[src/rtl/wave_dds_ctrl_if.sv]
// Control, ROM and DAC bundle for the DDS waveform sequencer.
// master = host/ROM/DAC side, slave = wave_dds_ctrl.
interface wave_dds_ctrl_if #(
  parameter int ACC_W  = 32,
  parameter int ADDR_W = 12,
  parameter int DATA_W = 8
);
  logic              enable;
  logic [ACC_W-1:0]  freq_word;
  logic              freq_load;
  logic [1:0]        wave_sel;
  logic [2:0]        amp_shift;
  logic [ADDR_W-1:0] rom_addr;
  logic [DATA_W-1:0] sine_data;
  logic [DATA_W-1:0] square_data;
  logic [DATA_W-1:0] tri_data;
  logic [DATA_W-1:0] dac_data;
  logic              dac_valid;
  logic              period_start;
  logic              busy;

  modport master (
    output enable, freq_word, freq_load,
    output wave_sel, amp_shift,
    output sine_data, square_data, tri_data,
    input  rom_addr, dac_data, dac_valid,
    input  period_start, busy
  );

  modport slave (
    input  enable, freq_word, freq_load,
    input  wave_sel, amp_shift,
    input  sine_data, square_data, tri_data,
    output rom_addr, dac_data, dac_valid,
    output period_start, busy
  );
endinterface

[src/rtl/wave_dds_ctrl.sv]
// Phase-accumulator DDS sequencer: ROM addressing, waveform select,
// amplitude scaling; parameter changes land only on period wrap.
module wave_dds_ctrl #(
  parameter int ACC_W   = 32,
  parameter int ADDR_W  = 12,
  parameter int DATA_W  = 8,
  parameter int ROM_LAT = 1
) (
  input logic           clk,
  input logic           rst_n,
  wave_dds_ctrl_if.slave bus
);

  localparam logic [1:0] S_IDLE = 2'd0;
  localparam logic [1:0] S_RUN  = 2'd1;
  localparam logic [1:0] S_STOP = 2'd2;
  localparam int L = ROM_LAT;
  localparam logic [DATA_W-1:0] MID =
    {1'b1, {(DATA_W-1){1'b0}}};

  logic [1:0]        state_q, state_d;
  logic [ACC_W-1:0]  acc_q, acc_d;
  logic [ACC_W-1:0]  freq_act_q, freq_act_d;
  logic [ACC_W-1:0]  freq_pend_q, freq_pend_d;
  logic [1:0]        wave_act_q, wave_act_d;
  logic [2:0]        shift_act_q, shift_act_d;
  logic              first_q, first_d;
  logic [ADDR_W-1:0] rom_addr_q, rom_addr_d;

  // Index 0 is the address stage; index L meets the ROM douta.
  logic [L:0]             p_live_q, p_live_d;
  logic [L:0]             p_first_q, p_first_d;
  logic [L:0][1:0]        p_wave_q, p_wave_d;
  logic [L:0][2:0]        p_shift_q, p_shift_d;
  logic [L:0][DATA_W-1:0] p_saw_q, p_saw_d;

  logic [DATA_W-1:0] dac_data_q, dac_data_d;
  logic              dac_valid_q, dac_valid_d;
  logic              period_start_q, period_start_d;

  logic [ACC_W:0]         sum;
  logic                   wrap;
  logic                   issue;
  logic [DATA_W-1:0]      raw;
  logic signed [DATA_W:0] s;
  logic signed [DATA_W:0] sh;

  always_comb begin
    sum = {1'b0, acc_q} + {1'b0, freq_act_q};
    wrap = sum[ACC_W];
    state_d = state_q;
    acc_d = acc_q;
    freq_act_d = freq_act_q;
    wave_act_d = wave_act_q;
    shift_act_d = shift_act_q;
    first_d = first_q;
    issue = 1'b0;
    freq_pend_d = bus.freq_load ? bus.freq_word
                                : freq_pend_q;
    case (state_q)
      S_IDLE: begin
        acc_d = '0;
        if (bus.enable) begin
          freq_act_d = freq_pend_d;
          wave_act_d = bus.wave_sel;
          shift_act_d = bus.amp_shift;
          first_d = 1'b1;
          state_d = S_RUN;
        end
      end
      S_RUN: begin
        issue = 1'b1;
        acc_d = sum[ACC_W-1:0];
        first_d = 1'b0;
        if (wrap) begin
          freq_act_d = freq_pend_d;
          wave_act_d = bus.wave_sel;
          shift_act_d = bus.amp_shift;
          first_d = 1'b1;
        end
        if (!bus.enable) state_d = S_STOP;
      end
      S_STOP: begin
        issue = 1'b1;
        acc_d = sum[ACC_W-1:0];
        first_d = 1'b0;
        if (bus.enable) state_d = S_RUN;
        if (wrap && bus.enable) begin
          freq_act_d = freq_pend_d;
          wave_act_d = bus.wave_sel;
          shift_act_d = bus.amp_shift;
          first_d = 1'b1;
        end else if (wrap) begin
          acc_d = '0;
          state_d = S_IDLE;
        end
      end
      default: state_d = S_IDLE;
    endcase
  end

  always_comb begin
    rom_addr_d = acc_q[ACC_W-1 -: ADDR_W];
    p_live_d  = {p_live_q[L-1:0], issue};
    p_first_d = {p_first_q[L-1:0], issue & first_q};
    p_wave_d  = {p_wave_q[L-1:0], wave_act_q};
    p_shift_d = {p_shift_q[L-1:0], shift_act_q};
    p_saw_d   = {p_saw_q[L-1:0],
                 acc_q[ACC_W-1 -: DATA_W]};
  end

  always_comb begin
    unique case (p_wave_q[L])
      2'd0: raw = bus.sine_data;
      2'd1: raw = bus.square_data;
      2'd2: raw = bus.tri_data;
      2'd3: raw = p_saw_q[L];
    endcase
    s = $signed({1'b0, raw}) - $signed({1'b0, MID});
    sh = s >>> p_shift_q[L];
    dac_valid_d = p_live_q[L];
    period_start_d = p_live_q[L] & p_first_q[L];
    dac_data_d = p_live_q[L] ? MID + sh[DATA_W-1:0]
                             : MID;
  end

  always_ff @(posedge clk or negedge rst_n) begin
    if (!rst_n) begin
      state_q <= S_IDLE;
      acc_q <= '0;
      freq_act_q <= '0;
      freq_pend_q <= '0;
      wave_act_q <= '0;
      shift_act_q <= '0;
      first_q <= 1'b0;
      rom_addr_q <= '0;
      p_live_q <= '0;
      p_first_q <= '0;
      p_wave_q <= '0;
      p_shift_q <= '0;
      p_saw_q <= '0;
      dac_data_q <= MID;
      dac_valid_q <= 1'b0;
      period_start_q <= 1'b0;
    end else begin
      state_q <= state_d;
      acc_q <= acc_d;
      freq_act_q <= freq_act_d;
      freq_pend_q <= freq_pend_d;
      wave_act_q <= wave_act_d;
      shift_act_q <= shift_act_d;
      first_q <= first_d;
      rom_addr_q <= rom_addr_d;
      p_live_q <= p_live_d;
      p_first_q <= p_first_d;
      p_wave_q <= p_wave_d;
      p_shift_q <= p_shift_d;
      p_saw_q <= p_saw_d;
      dac_data_q <= dac_data_d;
      dac_valid_q <= dac_valid_d;
      period_start_q <= period_start_d;
    end
  end

  assign bus.rom_addr = rom_addr_q;
  assign bus.dac_data = dac_data_q;
  assign bus.dac_valid = dac_valid_q;
  assign bus.period_start = period_start_q;
  assign bus.busy = (state_q != S_IDLE) | (|p_live_q)
                  | dac_valid_q;

endmodule
[src/flat_wrapper.sv]
// flat-port wrapper written by rule: the top's interface ports become plain ports
module wave_dds_ctrl_flat 
#(
  parameter int ACC_W   = 32,
  parameter int ADDR_W  = 12,
  parameter int DATA_W  = 8,
  parameter int ROM_LAT = 1
)
  (clk, rst_n, bus_enable, bus_freq_word, bus_freq_load, bus_wave_sel, bus_amp_shift, bus_sine_data, bus_square_data, bus_tri_data, bus_rom_addr, bus_dac_data, bus_dac_valid, bus_period_start, bus_busy);
  wave_dds_ctrl_if #(.ACC_W(ACC_W), .ADDR_W(ADDR_W), .DATA_W(DATA_W)) bus_i ();
  input logic clk;
  input logic rst_n;
  input wire logic [$bits(bus_i.enable)-1:0] bus_enable;
  input wire logic [$bits(bus_i.freq_word)-1:0] bus_freq_word;
  input wire logic [$bits(bus_i.freq_load)-1:0] bus_freq_load;
  input wire logic [$bits(bus_i.wave_sel)-1:0] bus_wave_sel;
  input wire logic [$bits(bus_i.amp_shift)-1:0] bus_amp_shift;
  input wire logic [$bits(bus_i.sine_data)-1:0] bus_sine_data;
  input wire logic [$bits(bus_i.square_data)-1:0] bus_square_data;
  input wire logic [$bits(bus_i.tri_data)-1:0] bus_tri_data;
  output wire logic [$bits(bus_i.rom_addr)-1:0] bus_rom_addr;
  output wire logic [$bits(bus_i.dac_data)-1:0] bus_dac_data;
  output wire logic [$bits(bus_i.dac_valid)-1:0] bus_dac_valid;
  output wire logic [$bits(bus_i.period_start)-1:0] bus_period_start;
  output wire logic [$bits(bus_i.busy)-1:0] bus_busy;
  assign bus_i.enable = bus_enable;
  assign bus_i.freq_word = bus_freq_word;
  assign bus_i.freq_load = bus_freq_load;
  assign bus_i.wave_sel = bus_wave_sel;
  assign bus_i.amp_shift = bus_amp_shift;
  assign bus_i.sine_data = bus_sine_data;
  assign bus_i.square_data = bus_square_data;
  assign bus_i.tri_data = bus_tri_data;
  assign bus_rom_addr = bus_i.rom_addr;
  assign bus_dac_data = bus_i.dac_data;
  assign bus_dac_valid = bus_i.dac_valid;
  assign bus_period_start = bus_i.period_start;
  assign bus_busy = bus_i.busy;
  wave_dds_ctrl #(.ACC_W(ACC_W), .ADDR_W(ADDR_W), .DATA_W(DATA_W), .ROM_LAT(ROM_LAT)) u_core (.clk(clk), .rst_n(rst_n), .bus(bus_i));
endmodule
[config.mk]
export PLATFORM = sky130hd
export DESIGN_NAME = wave_dds_ctrl_flat
export DESIGN_NICKNAME = d
export VERILOG_FILES = /design/src/rtl/wave_dds_ctrl_if.sv /design/src/rtl/wave_dds_ctrl.sv /design/src/flat_wrapper.sv
export SDC_FILE = /design/constraint.sdc
export NUM_CORES = 1
export LEC_CHECK = 0
export BUFFER_PORTS_ARGS = -buffer_cell sky130_fd_sc_hd__buf_2
export CORE_ASPECT_RATIO = 0.8
export CORE_UTILIZATION = 53
export DETAILED_ROUTE_END_ITERATION = 12
export PLACE_DENSITY = 0.76
export SYNTH_ARGS = -nofsm -noshare
export SYNTH_HDL_FRONTEND = slang
export SYNTH_SLANG_ARGS = --single-unit
[constraint.sdc]
create_clock -name clk -period 2.8 [get_ports clk]
set_input_delay 0.42 -clock clk [delete_from_list [all_inputs] [get_ports clk]]
set_output_delay 0.42 -clock clk [all_outputs]
set_load 0.01 [all_outputs]
==> results.rst, run 1 <==
.. list-table::
   :header-rows: 1

   * - Metric
     - Value
   * - Area share of xor/xnor cells in the synthesized design
     - 2.91%
   * - Via-per-instance ratio
     - 5.81
   * - CTS buffer count
     - 17
   * - First-pass GRT wire length
     - 27100 um
   * - Port bufs
     - 87
   * - Primary flip-flop cell chosen by synthesis mapping
     - dfrtp_1
   * - Fraction of layout instances using a drive strength above 1
     - 37.3%
   * - Synth Instances
     - 610
   * - Fraction of the mapped netlist area in simple logic gates
     - 6.60%
   * - Synth Area per Inst
     - 12.3 um2
   * - Synth warn
     - 0
   * - Setup TNS after final layout
     - -4750 ps
   * - Pin slew with the least headroom to its limit
     - 773 ps
   * - Clk sink count
     - 148
   * - Post-Layout Inst Area
     - 9270 um2
   * - Dpl hpwl
     - 11200 um
   * - Static leakage
     - 4.46 nW
   * - Total of max-cap violations
     - 0
   * - Final net count
     - 843
   * - Count of flip-flops with a built-in enable after synthesis
     - 0
   * - Total power
     - 0.0125 W
   * - Required time worst endpoint
     - 3110 ps
   * - Share of the yosys chip area belonging to registers
     - 49.2%
   * - Compound-cell area share of the yosys netlist
     - 15.4%
   * - Die X
     - 135 um
   * - Hold crit path type
     - in -> reg
   * - Run status
     - finished, violations left
   * - Synth cell types
     - 60
   * - Worst Hold Path Cells
     - 2
   * - Area share of the leading cell type in the synthesized netlist
     - 48.9%
   * - Die area
     - 14700 um2
   * - Fmax
     - 341 MHz
   * - Number of antenna violations at the first check in global routing
     - 0
   * - Area share of fa/ha/maj cells after synthesis
     - 6.42%
   * - Number of synthesized register bits
     - 148
   * - Main combinational cell family by area after synthesis
     - multiplexers
   * - Post-synthesis mux area share
     - 15.6%
   * - TritonCTS clock tree
     - built
   * - Max-slew violation count
     - 0
   * - Drt initial violations
     - 353
   * - DRT Wirelength
     - 16800 um
   * - Post-placement worst setup slack
     - -117 ps
   * - Later-pin clock latency in the skew report
     - 430 ps
   * - Worst-path maximum fanout
     - 22
   * - P&R area growth vs syn
     - 23.2%
   * - Smallest hold slack
     - 217 ps
   * - Remaining design rule violation count
     - 0
   * - Path type of the worst setup path
     - reg -> reg
   * - Number of nets still failing antenna checks after routing
     - 0
   * - Largest net degree at the start of global routing
     - 73
   * - Maximum clock path buffer count
     - 2
   * - Total of fill cells in the finished design
     - 954
   * - Core Rows
     - 38
   * - Post-route clock skew
     - 8.60 ps
   * - Worst reg2reg path depth
     - 12
   * - RSZ-0062 raised after global routing
     - true
   * - Worst slew margin
     - 48.5%
   * - Final Hold Viols
     - 0
   * - Post-synthesis async set-or-reset flop share
     - 100%
   * - Least setup slack across all paths after layout
     - -130 ps
   * - Sort of element at the end of the critical path
     - flip-flop
   * - Crit path launch type
     - flip-flop
   * - Syn Nets
     - 713
   * - Post-synthesis cell area
     - 7530 um2
   * - Standard cell core area
     - 13700 um2
   * - Violated checks
     - negative setup slack
   * - Vias post-DR
     - 5422
   * - Mean routed wirelength per cell
     - 18.0 um
   * - WP data arrival
     - 3240 ps
   * - I/O Pins
     - 88
   * - Number of global-route vias before repair
     - 5550
   * - Overflow after GRT
     - 0
   * - Combined global-route utilization of all metal layers
     - 24.2%
   * - Post-Place Cell Area
     - 8450 um2
   * - Initial core utilization
     - 55.0%
   * - Number of H-tree levels
     - 4
   * - Number of setup violations in the final report
     - 53
   * - Period utilisation layout
     - 105%
   * - Cells taking the most area after synthesis
     - dfrtp_1, ha_1, mux2_4
   * - Worst voltage drop across the vdd grid
     - 0.623 mV
   * - Post-layout minimum cycle time
     - 2930 ps
   * - Largest area contributor in the netlist
     - dfrtp_1
   * - Cell at the root of the clock tree
     - clkbuf_16
   * - Clock-pin slew of the registers on the worst-case setup and hold paths
     - 60 ps
   * - Die height
     - 109 um
   * - Antenna cell count
     - 0
   * - Power per cell area
     - 1350 nW/um2
   * - Weighted congestion at the end of routability-driven global placement
     - 0.880
   * - 1st-pass router iterations
     - 5
   * - Worst setup slack for register-to-register paths
     - -130 ps
==> flip-flops by register name, summed over array words and instances (netlist names), 3 cells and up <==
name                 count
u_core.acc_q            32
u_core.bus.dac_data      8
u_core.bus.rom_addr     11
u_core.freq_act_q       32
u_core.freq_pend_q      32
u_core.p_saw_q           8
u_core.p_shift_d         3
u_core.p_shift_q         3
u_core.shift_act_q       3
==> metrics by stage <==
| step | std cells | util, % |
|---|---|---|
| floorplan | 610 | - |
| global placement | 893 | 61.7 |
| detailed placement | 893 | 61.7 |
| CTS | 927 | 66.6 |
| global route | 933 | 67.7 |
| finish | 933 | 67.7 |
==> final timing paths <==
path / to / startpoint
min in group asynchronous: u_core.freq_pend_q[5]$_DFF_PN0_ / rst_n
worst min register to register: u_core.p_first_q[1]$_DFF_PN0_ / u_core.p_first_q[0]$_DFF_PN0_
worst min-delay path: u_core.wave_act_q[0]$_DFFE_PN0P_ / bus_wave_sel[0]
worst max register to register: u_core.freq_act_q[16]$_DFFE_PN0P_ / u_core.freq_act_q[0]$_DFFE_PN0P_
max in group asynchronous: u_core.acc_q[24]$_DFFE_PN0P_ / rst_n
worst max-delay path: u_core.freq_act_q[16]$_DFFE_PN0P_ / u_core.freq_act_q[0]$_DFFE_PN0P_
==> critical path: stages, from the launching register on <==
cell and delay, ps:
dfrtp_1 390, ha_2 200, inv_2 50, fa_2 190, nand2b_4 130, a21o_4 130, a31oi_4 100, o21ai_2 190
a211oi_1 100, or4_4 500, o31a_4 320, buf_12 190, mux2_4 310
==> kinds of logic (layout without fill, tap and decap cells) <==
logic type                 count (synthesis)  count (layout)
buffers and inverters                     53             196
and+or+nand+nor                           97              97
adders and majority gates                 38              38
DFF                                      148             148
xor gates and xnor gates                  25              25
AOI/OAI and AO/OA                        165             165
muxes                                     84              84
==> routing by layer <==
| metal | track usage (%) | vias up | routed length, um |
|---|---|---|---|
| li1 | - | 2507 | - |
| met1 | 31.3 | 2684 | 7590 |
| met2 | 38.8 | 181 | 7820 |
| met3 | 6.75 | 50 | 961 |
| met4 | 8.91 | 0 | 406 |
| met5 | 0 | - | 0 |
==> power breakdown <==
part           leakage (nW)  internal, W  switching (W)
clock                 0.307      0.00152       0.000959
sequential             1.85      0.00292       0.000573
combinational          2.30      0.00333        0.00317
total                  4.46      0.00777        0.00470
==> synth_stat cells (10+ instances only) <==
library cell	count
dfrtp_1	147
clkbuf_1	15
o21ai_0	22
nor2_1	25
mux4_2	11
ha_1	37
a21o_1	10
a21oi_1	42
inv_1	17
mux2_4	30
mux2_2	39
xnor2_1	17
a22o_1	28
nand2b_1	14
nand2_1	18
==> final cells by class <==
| class | count | area [um2] | area share (%) |
|---|---|---|---|
| clock inverters | 15 | 216 | 2.33 |
| multi-input cells | 409 | 3670 | 39.6 |
| clock buffers | 17 | 425 | 4.59 |
| inverters | 17 | 63.8 | 0.688 |
| repair buffers | 147 | 967 | 10.4 |
| flip-flops and latches | 148 | 3700 | 40.0 |
| well taps | 180 | 225 | 2.43 |
==> placed cells by master, fill, tap and decap left out, types with 6 or more instances in the layout <==
master,n
nor2b_1,8
and2_1,7
a21o_1,10
a22o_1,28
buf_4,50
nand3_1,6
xnor2_1,17
mux2_4,30
dfrtp_1,147
nand2_1,17
mux4_2,11
o211ai_1,7
a31oi_1,6
nor2_1,25
mux2_2,39
clkbuf_16,17
xor2_1,8
inv_1,16
ha_1,34
o21ai_0,20
a32o_1,6
o21bai_1,6
nand2b_1,13
buf_2,86
nand4_1,7
a21oi_1,38
==> repair_timing <==
action / CTS / global route
setup buffers: 1 / 3
cloned: 0 / 3
endpoints found under the hold margin: 41 / 0
endpoints found under the setup margin: 45 / 69
pin swaps: 2 / 5
hold buffers: 1 / 0
gates resized for setup: 3 / 23
(Power assumes the default switching activity.)
==> run 2: changes to the inputs <==
--- a/config.mk
+++ b/config.mk
@@ -5,11 +5,11 @@
 export SDC_FILE = /design/constraint.sdc
 export NUM_CORES = 1
 export LEC_CHECK = 0
-export BUFFER_PORTS_ARGS = -buffer_cell sky130_fd_sc_hd__buf_2
 export CORE_ASPECT_RATIO = 0.8
-export CORE_UTILIZATION = 53
+export CORE_UTILIZATION = 55
 export DETAILED_ROUTE_END_ITERATION = 12
-export PLACE_DENSITY = 0.76
+export DONT_BUFFER_PORTS = 1
+export PLACE_DENSITY = 0.73
 export SYNTH_ARGS = -nofsm -noshare
 export SYNTH_HDL_FRONTEND = slang
 export SYNTH_SLANG_ARGS = --single-unit
==> run 2 against run 1 <==
- largest cell class unchanged
- power fell by 1.3%
- highest routed layer unchanged
- sequential cell count did not move
- clock skew rose by 1.7 ps
- global-route usage fell by 0.23 points
- first-iteration DRC count rose by 9.3%
- the flow finishes with violations (negative hold slack, negative setup slack)
- core utilization fell by 0.69 points
- worst setup slack improved by 57 ps
- wire length fell by 2.0%
- cell area fell by 5.3%
- die area fell by 3.6%
- hold slack got worse by 520 ps
==> results.rst, run 2 (synthesized netlist as in run 1, its figures left out) <==
.. list-table::
   :header-rows: 1

   * - Metric
     - Value
   * - Number of H-tree levels
     - 4 (unchanged)
   * - Violated checks
     - negative hold slack, negative setup slack
   * - Layer carrying the most global-route usage
     - met2
   * - Critical-path cell list
     - ha_2, inv_2, fa_2, nand2b_4, a21o_4, a31oi_4, buf_4, buf_6, a41o_1, o2111ai_2, nand2_2, a21oi_4, buf_6, a32o_1
   * - Die area
     - 14200 um2 (-3.6%)
   * - Worst setup slack for register-to-register paths
     - -70 ps (+60 ps)
   * - Post-route core utilization
     - 67.0% (-0.69 points)
   * - Crit path launch type
     - flip-flop
   * - Slowest stage delay, CP
     - 360 ps (-140 ps)
   * - Period utilisation layout
     - 103% (-2.0 points)
   * - Total power
     - 0.0123 W (-1.3%)
   * - Smallest hold slack
     - -304 ps (-521 ps)
   * - Via-per-instance ratio
     - 6.12 (+5.2%)
   * - Clock Power Share
     - 20.7% (+0.9 points)
   * - Max stage delay cell, worst path
     - dfrtp_1
   * - Mean routed wirelength per cell
     - 19.7 um (+9.6%)
   * - TritonCTS clock tree
     - built
   * - Post-route clock skew
     - 10.3 ps (+1.73 ps)
   * - Sort of element at the end of the critical path
     - flip-flop
   * - Met2 Track Usage GR
     - 38.6% (-0.27 points)
   * - Die height
     - 107 um (-1.8%)
   * - Vias post-DR
     - 5101 (-5.9%)
   * - Final Hold Viols
     - 148 (+148)
   * - Gate power share
     - 50.3% (-1.8 points)
   * - Standard cell core area
     - 13100 um2 (-4.3%)
   * - Post-placement worst setup slack
     - -80.9 ps (+35.7 ps)
   * - P&R area growth vs syn
     - 16.7%
   * - Clk sink count
     - 148 (unchanged)
   * - WP data arrival
     - 3180 ps (-60 ps)
   * - Commonest non-fill, non-tap cell in the layout
     - dfrtp_1
   * - Antenna cell count
     - 0 (unchanged)
   * - Number of global-route vias before repair
     - 5321 (-4.1%)
   * - Most frequent cells in the layout
     - dfrtp_1, buf_4, mux2_2
   * - Worst slew margin
     - 65.0% (+17 points)
   * - Pin slew with the least headroom to its limit
     - 511 ps (-262 ps)
   * - Number of antenna violations at the first check in global routing
     - 0 (unchanged)
   * - Combined global-route utilization of all metal layers
     - 23.9% (-0.23 points)
   * - Path type of the worst setup path
     - reg -> reg
   * - Bufs and invs on worst path
     - 4 (+2)
   * - Switching power as a share of total power
     - 36.8% (-0.91 points)
   * - Final net count
     - 749 (-11%)
   * - Static leakage
     - 4.04 nW (-9.5%)
   * - Least setup slack across all paths after layout
     - -72.6 ps (+57.1 ps)
   * - Worst reg2reg path depth
     - 14 (+2)
   * - Fmax
     - 348 MHz (+2.0%)
   * - Dpl hpwl
     - 10700 um (-4.5%)
   * - Worst-path maximum fanout
     - 8 (-64%)
   * - First-pass GRT wire length
     - 26400 um (-2.7%)
   * - Weighted congestion at the end of routability-driven global placement
     - 0.964 (+9.4%)
   * - Max-slew violation count
     - 0 (unchanged)
   * - Reg2reg start
     - u_core.acc_q[0]$_DFFE_PN0P_
   * - Number of nets still failing antenna checks after routing
     - 0 (unchanged)
   * - Remaining design rule violation count
     - 0 (unchanged)
   * - Initial core utilization
     - 57.5% (+2.5 points)
   * - Biggest regs
     - u_core.acc_q (32), u_core.freq_act_q (32), u_core.freq_pend_q (32)
   * - Power per cell area
     - 1400 nW/um2 (+4.2%)
   * - 1st-pass router iterations
     - 5 (unchanged)
   * - GR Layer Usage met1
     - 31.7% (+0.42 points)
   * - Top cell by count, worst path
     - buf_6
   * - CTS buffer count
     - 17 (unchanged)
   * - GR Layer Usage met3
     - 6.24% (-0.51 points)
   * - RSZ-0062 raised after global routing
     - true
   * - Total of max-cap violations
     - 0 (unchanged)
   * - Clock-pin slew of the registers on the worst-case setup and hold paths
     - 60 ps (about the same)
   * - Overflow after GRT
     - 0 (unchanged)
   * - Capture instance of the worst register-to-register path
     - u_core.acc_q[25]$_DFFE_PN0P_
   * - Core Rows
     - 37 (-2.6%)
   * - Cell-internal power
     - 0.00778 W (about the same)
   * - Post-layout minimum cycle time
     - 2870 ps (-57.1 ps)
   * - Hold crit path type
     - in -> async
   * - Run status
     - finished, violations left
   * - Worst voltage drop across the vdd grid
     - 0.692 mV (+11%)
   * - Port bufs
     - 0 (-100%)
   * - Switching power
     - 0.00453 W (-3.7%)
   * - Later-pin clock latency in the skew report
     - 420 ps (about the same)
   * - Portion of total power attributed to sequential cells
     - 29.0% (+1.0 points)
   * - Die X
     - 133 um (-1.8%)
   * - Fraction of layout instances using a drive strength above 1
     - 28.8% (-8.5 points)
   * - Cell at the root of the clock tree
     - clkbuf_16
   * - Number of setup violations in the final report
     - 47 (-11%)
   * - Largest net degree at the start of global routing
     - 149 (+100%)
   * - Cell family with the largest share of critical-path delay
     - compound AO/OA/AOI/OAI gates
   * - I/O Pins
     - 88 (unchanged)
   * - Required time worst endpoint
     - 3110 ps (about the same)
   * - Drt initial violations
     - 386 (+9.3%)
   * - DRT Wirelength
     - 16400 um (-2.0%)
   * - Maximum clock path buffer count
     - 2 (unchanged)
## run 2: cell types whose count changed in the layout (fill, tap and decap cells not counted), moves of 2 or more
cell      previous run  this run
buf_6                5         3
clkinv_4             0         2
ha_1                34        31
ha_4                 2         4
inv_6                4         1
buf_2               86         0
buf_4               50        46
## run 2: what timing repair did
item                                   in CTS  in global routing
setup buffers                               1                  4
pin swaps                                   2                  8
setup endpoints to repair                  40                 69
gates resized for setup                     2                 19
gates cloned                                0                  2
endpoints found under the hold margin     148                148
## run 2: final cells by class
| cell class | count | area [um2] |
|---|---|---|
| fillers | 924 | 4320 |
| clock buffers | 18 | 439 |
| clock inverters | 14 | 224 |
| flip-flops and latches | 148 | 3700 |
| inverters | 17 | 63.8 |
| well taps | 175 | 219 |
| repair buffers | 53 | 464 |
| multi-input cells | 409 | 3670 |
## run 2: how the worst max path moves through the flow
stage	startpoint	to	cells after the start
after floorplan	u_core.freq_act_q[0]$_DFFE_PN0P_	u_core.freq_act_q[10]$_DFFE_PN0P_	13
after global placement	u_core.freq_act_q[0]$_DFFE_PN0P_	u_core.freq_act_q[15]$_DFFE_PN0P_	12
after detailed placement	u_core.acc_q[0]$_DFFE_PN0P_	u_core.freq_act_q[16]$_DFFE_PN0P_	12
after CTS	u_core.acc_q[0]$_DFFE_PN0P_	u_core.freq_act_q[16]$_DFFE_PN0P_	12
after global routing	u_core.freq_act_q[0]$_DFFE_PN0P_	u_core.acc_q[25]$_DFFE_PN0P_	14
final	u_core.acc_q[0]$_DFFE_PN0P_	u_core.acc_q[25]$_DFFE_PN0P_	14
## run 2: routing by layer
metal | wire (um) | up-vias | share of wire [%]
met3 | 909 | 28 | 5.5
met1 | 7290 | 2572 | 44
met5 | 0 | - | 0
met4 | 315 | 0 | 1.9
li1 | - | 2315 | -
met2 | 7920 | 186 | 48
## run 2: stage by stage
step | setup TNS, ps | instances | cell area, um2
after floorplan | -319 | 610 | 7580
after global placement | -423 | 795 | 7940
after detailed placement | -2390 | 795 | 7940
after CTS | -3090 | 828 | 8620
after global routing | -6950 | 834 | 8780
final | -1850 | 834 | 8780
## run 2: power by group through the flow
stage               registers (W)  logic [W]  clock network (W)
floorplan                 0.00327    0.00474                  0
detailed placement        0.00357    0.00575                  0
CTS                       0.00356    0.00587            0.00258
global placement          0.00353    0.00553                  0
global route              0.00367    0.00669            0.00266
finish                    0.00357    0.00619            0.00254
==> run 3: changes to the inputs <==
--- a/config.mk
+++ b/config.mk
@@ -5,11 +5,13 @@
 export SDC_FILE = /design/constraint.sdc
 export NUM_CORES = 1
 export LEC_CHECK = 0
+export CELL_PAD_IN_SITES_DETAIL_PLACEMENT = 1
+export CELL_PAD_IN_SITES_GLOBAL_PLACEMENT = 2
 export CORE_ASPECT_RATIO = 0.8
-export CORE_UTILIZATION = 55
+export CORE_UTILIZATION = 39
 export DETAILED_ROUTE_END_ITERATION = 12
 export DONT_BUFFER_PORTS = 1
-export PLACE_DENSITY = 0.73
+export PLACE_DENSITY_LB_ADDON = 0.1
 export SYNTH_ARGS = -nofsm -noshare
 export SYNTH_HDL_FRONTEND = slang
 export SYNTH_SLANG_ARGS = --single-unit
==> run 3 against run 2 <==
- cell area rose by 2.3%
- largest cell class unchanged
- sequential cell count did not move
- sequential power barely moved
- worst setup slack got worse by 140 ps
- count of clock-buffer cells in the layout fell by 1
- highest routed layer unchanged
- critical path depth fell by 2
- the flow still finishes with violations (negative hold slack, negative setup slack)
- cell count rose by 12%
- wire length rose by 12%
- first-iteration DRC count fell by 46%
- sequential share of layout area fell by 0.95 points
==> results.rst, run 3 (synthesized netlist as in run 1, its figures left out) <==
.. list-table::
   :header-rows: 1

   * - Metric
     - Value
   * - Run status
     - finished, violations left
   * - Violated checks
     - negative hold slack, negative setup slack
   * - Die height
     - 126 um (+18%)
   * - Total of fill cells in the finished design
     - 1996 (+120%)
   * - Worst slew margin
     - 65.5% (+0.50 points)
   * - WP data arrival
     - 3330 ps (+150 ps)
   * - Power per cell area
     - 1390 nW/um2 (-0.94%)
   * - Sort of element at the end of the critical path
     - flip-flop
   * - Weighted congestion at the end of routability-driven global placement
     - 0.847 (-12%)
   * - First-pass GRT wire length
     - 30500 um (+16%)
   * - Least setup slack across all paths after layout
     - -209 ps (-137 ps)
   * - Final Hold Viols
     - 148 (unchanged)
   * - Post-route core utilization
     - 47.5% (-20 points)
   * - Post-Place Cell Area
     - 8210 um2 (+3.5%)
   * - Number of setup violations in the final report
     - 41 (-13%)
   * - Detailed-routed wire length on met3
     - 587 um (-35%)
   * - TritonCTS clock tree
     - built
   * - Port bufs
     - 0 (unchanged)
   * - Combined global-route utilization of all metal layers
     - 20.2% (-3.8 points)
   * - Hold crit path type
     - in -> async
   * - Number of antenna violations at the first check in global routing
     - 0 (unchanged)
   * - I/O Pins
     - 88 (unchanged)
   * - Crit path launch type
     - flip-flop
   * - Worst voltage drop across the vdd grid
     - 0.648 mV (-6.4%)
   * - Detailed-routed wire length on met2
     - 8350 um (+5.4%)
   * - Clock Power Share
     - 18.5% (-2.2 points)
   * - DRT Wirelength
     - 18500 um (+12%)
   * - Antenna cell count
     - 0 (unchanged)
   * - Commonest non-fill, non-tap cell in the layout
     - dfrtp_1
   * - Static leakage
     - 4.12 nW (+2.1%)
   * - Uppermost routed layer
     - met4
   * - Number of H-tree levels
     - 4 (unchanged)
   * - Die X
     - 157 um (+18%)
   * - Overflow after GRT
     - 0 (unchanged)
   * - Biggest regs
     - u_core.acc_q (32), u_core.freq_act_q (32), u_core.freq_pend_q (32)
   * - Clk sink count
     - 148 (unchanged)
   * - Worst-path maximum fanout
     - 6 (-2)
   * - Switching power
     - 0.00484 W (+7.0%)
   * - Largest net degree at the start of global routing
     - 149 (unchanged)
   * - Smallest hold slack
     - -319 ps (-14.3 ps)
   * - Standard cell core area
     - 18900 um2 (+44%)
   * - Setup TNS after final layout
     - -7040 ps (-5180 ps)
   * - Reg2reg start
     - u_core.freq_act_q[0]$_DFFE_PN0P_
   * - Post-route clock skew
     - 8.49 ps (-1.84 ps)
   * - Number of global-route vias before repair
     - 5485 (+3.1%)
   * - Post-Layout Inst Area
     - 8980 um2 (+2.3%)
   * - Remaining design rule violation count
     - 0 (unchanged)
   * - Later-pin clock latency in the skew report
     - 430 ps (about the same)
   * - Final net count
     - 770 (+2.8%)
   * - Gate power share
     - 52.8% (+2.5 points)
   * - Mean routed wirelength per cell
     - 19.7 um (-0.15%)
   * - Period utilisation layout
     - 107% (+4.9 points)
   * - Vias post-DR
     - 4970 (-2.6%)
   * - Fmax
     - 332 MHz (-4.5%)
   * - Fraction of layout instances using a drive strength above 1
     - 30.7% (+1.9 points)
   * - 1st-pass router iterations
     - 4 (-1)
   * - Via-per-instance ratio
     - 5.30 (-13%)
   * - Portion of total power attributed to sequential cells
     - 28.7% (-0.3 points)
   * - Die area
     - 19900 um2 (+40%)
   * - Post-layout minimum cycle time
     - 3010 ps (+137 ps)
   * - Total of max-cap violations
     - 0 (unchanged)
   * - Sequential cell area
     - 3700 um2 (unchanged)
   * - Required time worst endpoint
     - 3120 ps (about the same)
   * - Path type of the worst setup path
     - reg -> reg
   * - Most frequent cells in the layout
     - dfrtp_1, buf_4, mux2_2, a21oi_1, ha_1
   * - CTS buffer count
     - 17 (unchanged)
   * - Worst Setup SP
     - u_core.freq_act_q[0]$_DFFE_PN0P_
   * - P&R area growth vs syn
     - 19.3%
   * - Drt initial violations
     - 207 (-46%)
   * - Area used by multi-input combinational logic
     - 3650 um2 (-0.41%)
   * - Total power
     - 0.0125 W (+1.3%)
   * - Max-slew violation count
     - 0 (unchanged)
   * - Cell-internal power
     - 0.00763 W (-1.9%)
   * - Switching power as a share of total power
     - 38.8% (+2.1 points)
   * - Initial core utilization
     - 39.8% (-18 points)
   * - RSZ-0062 raised after global routing
     - true
   * - Wl on met1
     - 9290 um (+27%)
   * - Dpl hpwl
     - 12800 um (+19%)
   * - Maximum clock path buffer count
     - 2 (unchanged)
   * - Number of nets still failing antenna checks after routing
     - 0 (unchanged)
   * - Cell at the root of the clock tree
     - clkbuf_16
   * - Clock-pin slew of the registers on the worst-case setup and hold paths
     - 70 ps (about the same)
   * - Pin slew with the least headroom to its limit
     - 517 ps (+5.66 ps)
   * - Core Rows
     - 45 (+22%)
==> run 3: cell types whose count changed in the layout (fill, tap and decap cells not counted), sizes merged <==
| cell | before | now |
|---|---|---|
| buf | 52 | 73 |
| bufinv | 5 | 0 |
| clkbuf | 19 | 18 |
| clkinv | 4 | 7 |
| clkinvlp | 2 | 1 |
| inv | 20 | 24 |
==> run 3: area by class of cell <==
cell class / count / area share (%)
Sequential cell: 148 / 41.2
Timing Repair Buffer: 74 / 7.02
Clock buffer: 17 / 4.74
Inverter: 17 / 0.710
Tap cell: 258 / 3.59
Multi-Input combinational cell: 409 / 40.6
Clock inverter: 15 / 2.06
==> run 3: power by group through the flow <==
stage	logic, W	registers (W)	clock network (W)
after CTS	0.00646	0.00360	0.00237
after floorplan	0.00474	0.00327	0
final	0.00658	0.00358	0.00231
after detailed placement	0.00618	0.00363	0
after global placement	0.00604	0.00358	0
after global routing	0.00720	0.00370	0.00245
==> run 3: layer usage <==
metal,GRT usage (%),vias up
li1,-,2353
met1,29.0,2519
met2,30.7,79
met3,3.61,19
met4,6.57,0
met5,0,-
==> run 3: repair_timing <==
action	4_1_cts	5_1_grt
endpoints found under the hold margin	148	148
buffers inserted	0	5
setup endpoints to repair	41	69
resized for setup	9	6
gates cloned	1	1
==> run 3: per-stage QoR <==
stage	setup slack [ps]	cells
floorplan	-10.6	610
global placement	-256	899
detailed placement	-320	899
CTS	-239	932
global route	-310	938
finish	-209	938
==> run 3: worst paths after layout <==
path / slack [ps] / to / cells after the start
worst min register to register: 360 / u_core.p_first_q[1]$_DFF_PN0_ / 0
worst max-delay path: -210 / u_core.freq_act_q[14]$_DFFE_PN0P_ / 12
worst min-delay path: -320 / u_core.freq_pend_q[8]$_DFF_PN0_ / 0
max in group asynchronous: 2900 / u_core.bus.dac_data[7]$_DFF_PN1_ / 0
min in group clk: 140 / u_core.shift_act_q[2]$_DFFE_PN0P_ / 1
worst max register to register: -210 / u_core.freq_act_q[14]$_DFFE_PN0P_ / 12
==> run 3: critical path, cell delays in order, from the launching register on <==
cell and delay, ps:
dfrtp_1 400, ha_2 200, inv_2 50, fa_2 190, nand2b_4 120, a21o_4 130, a31oi_4 120, o21ai_4 200
a211oi_2 100, or4_4 510, o31a_4 370, clkbuf_16 200, mux2_4 300
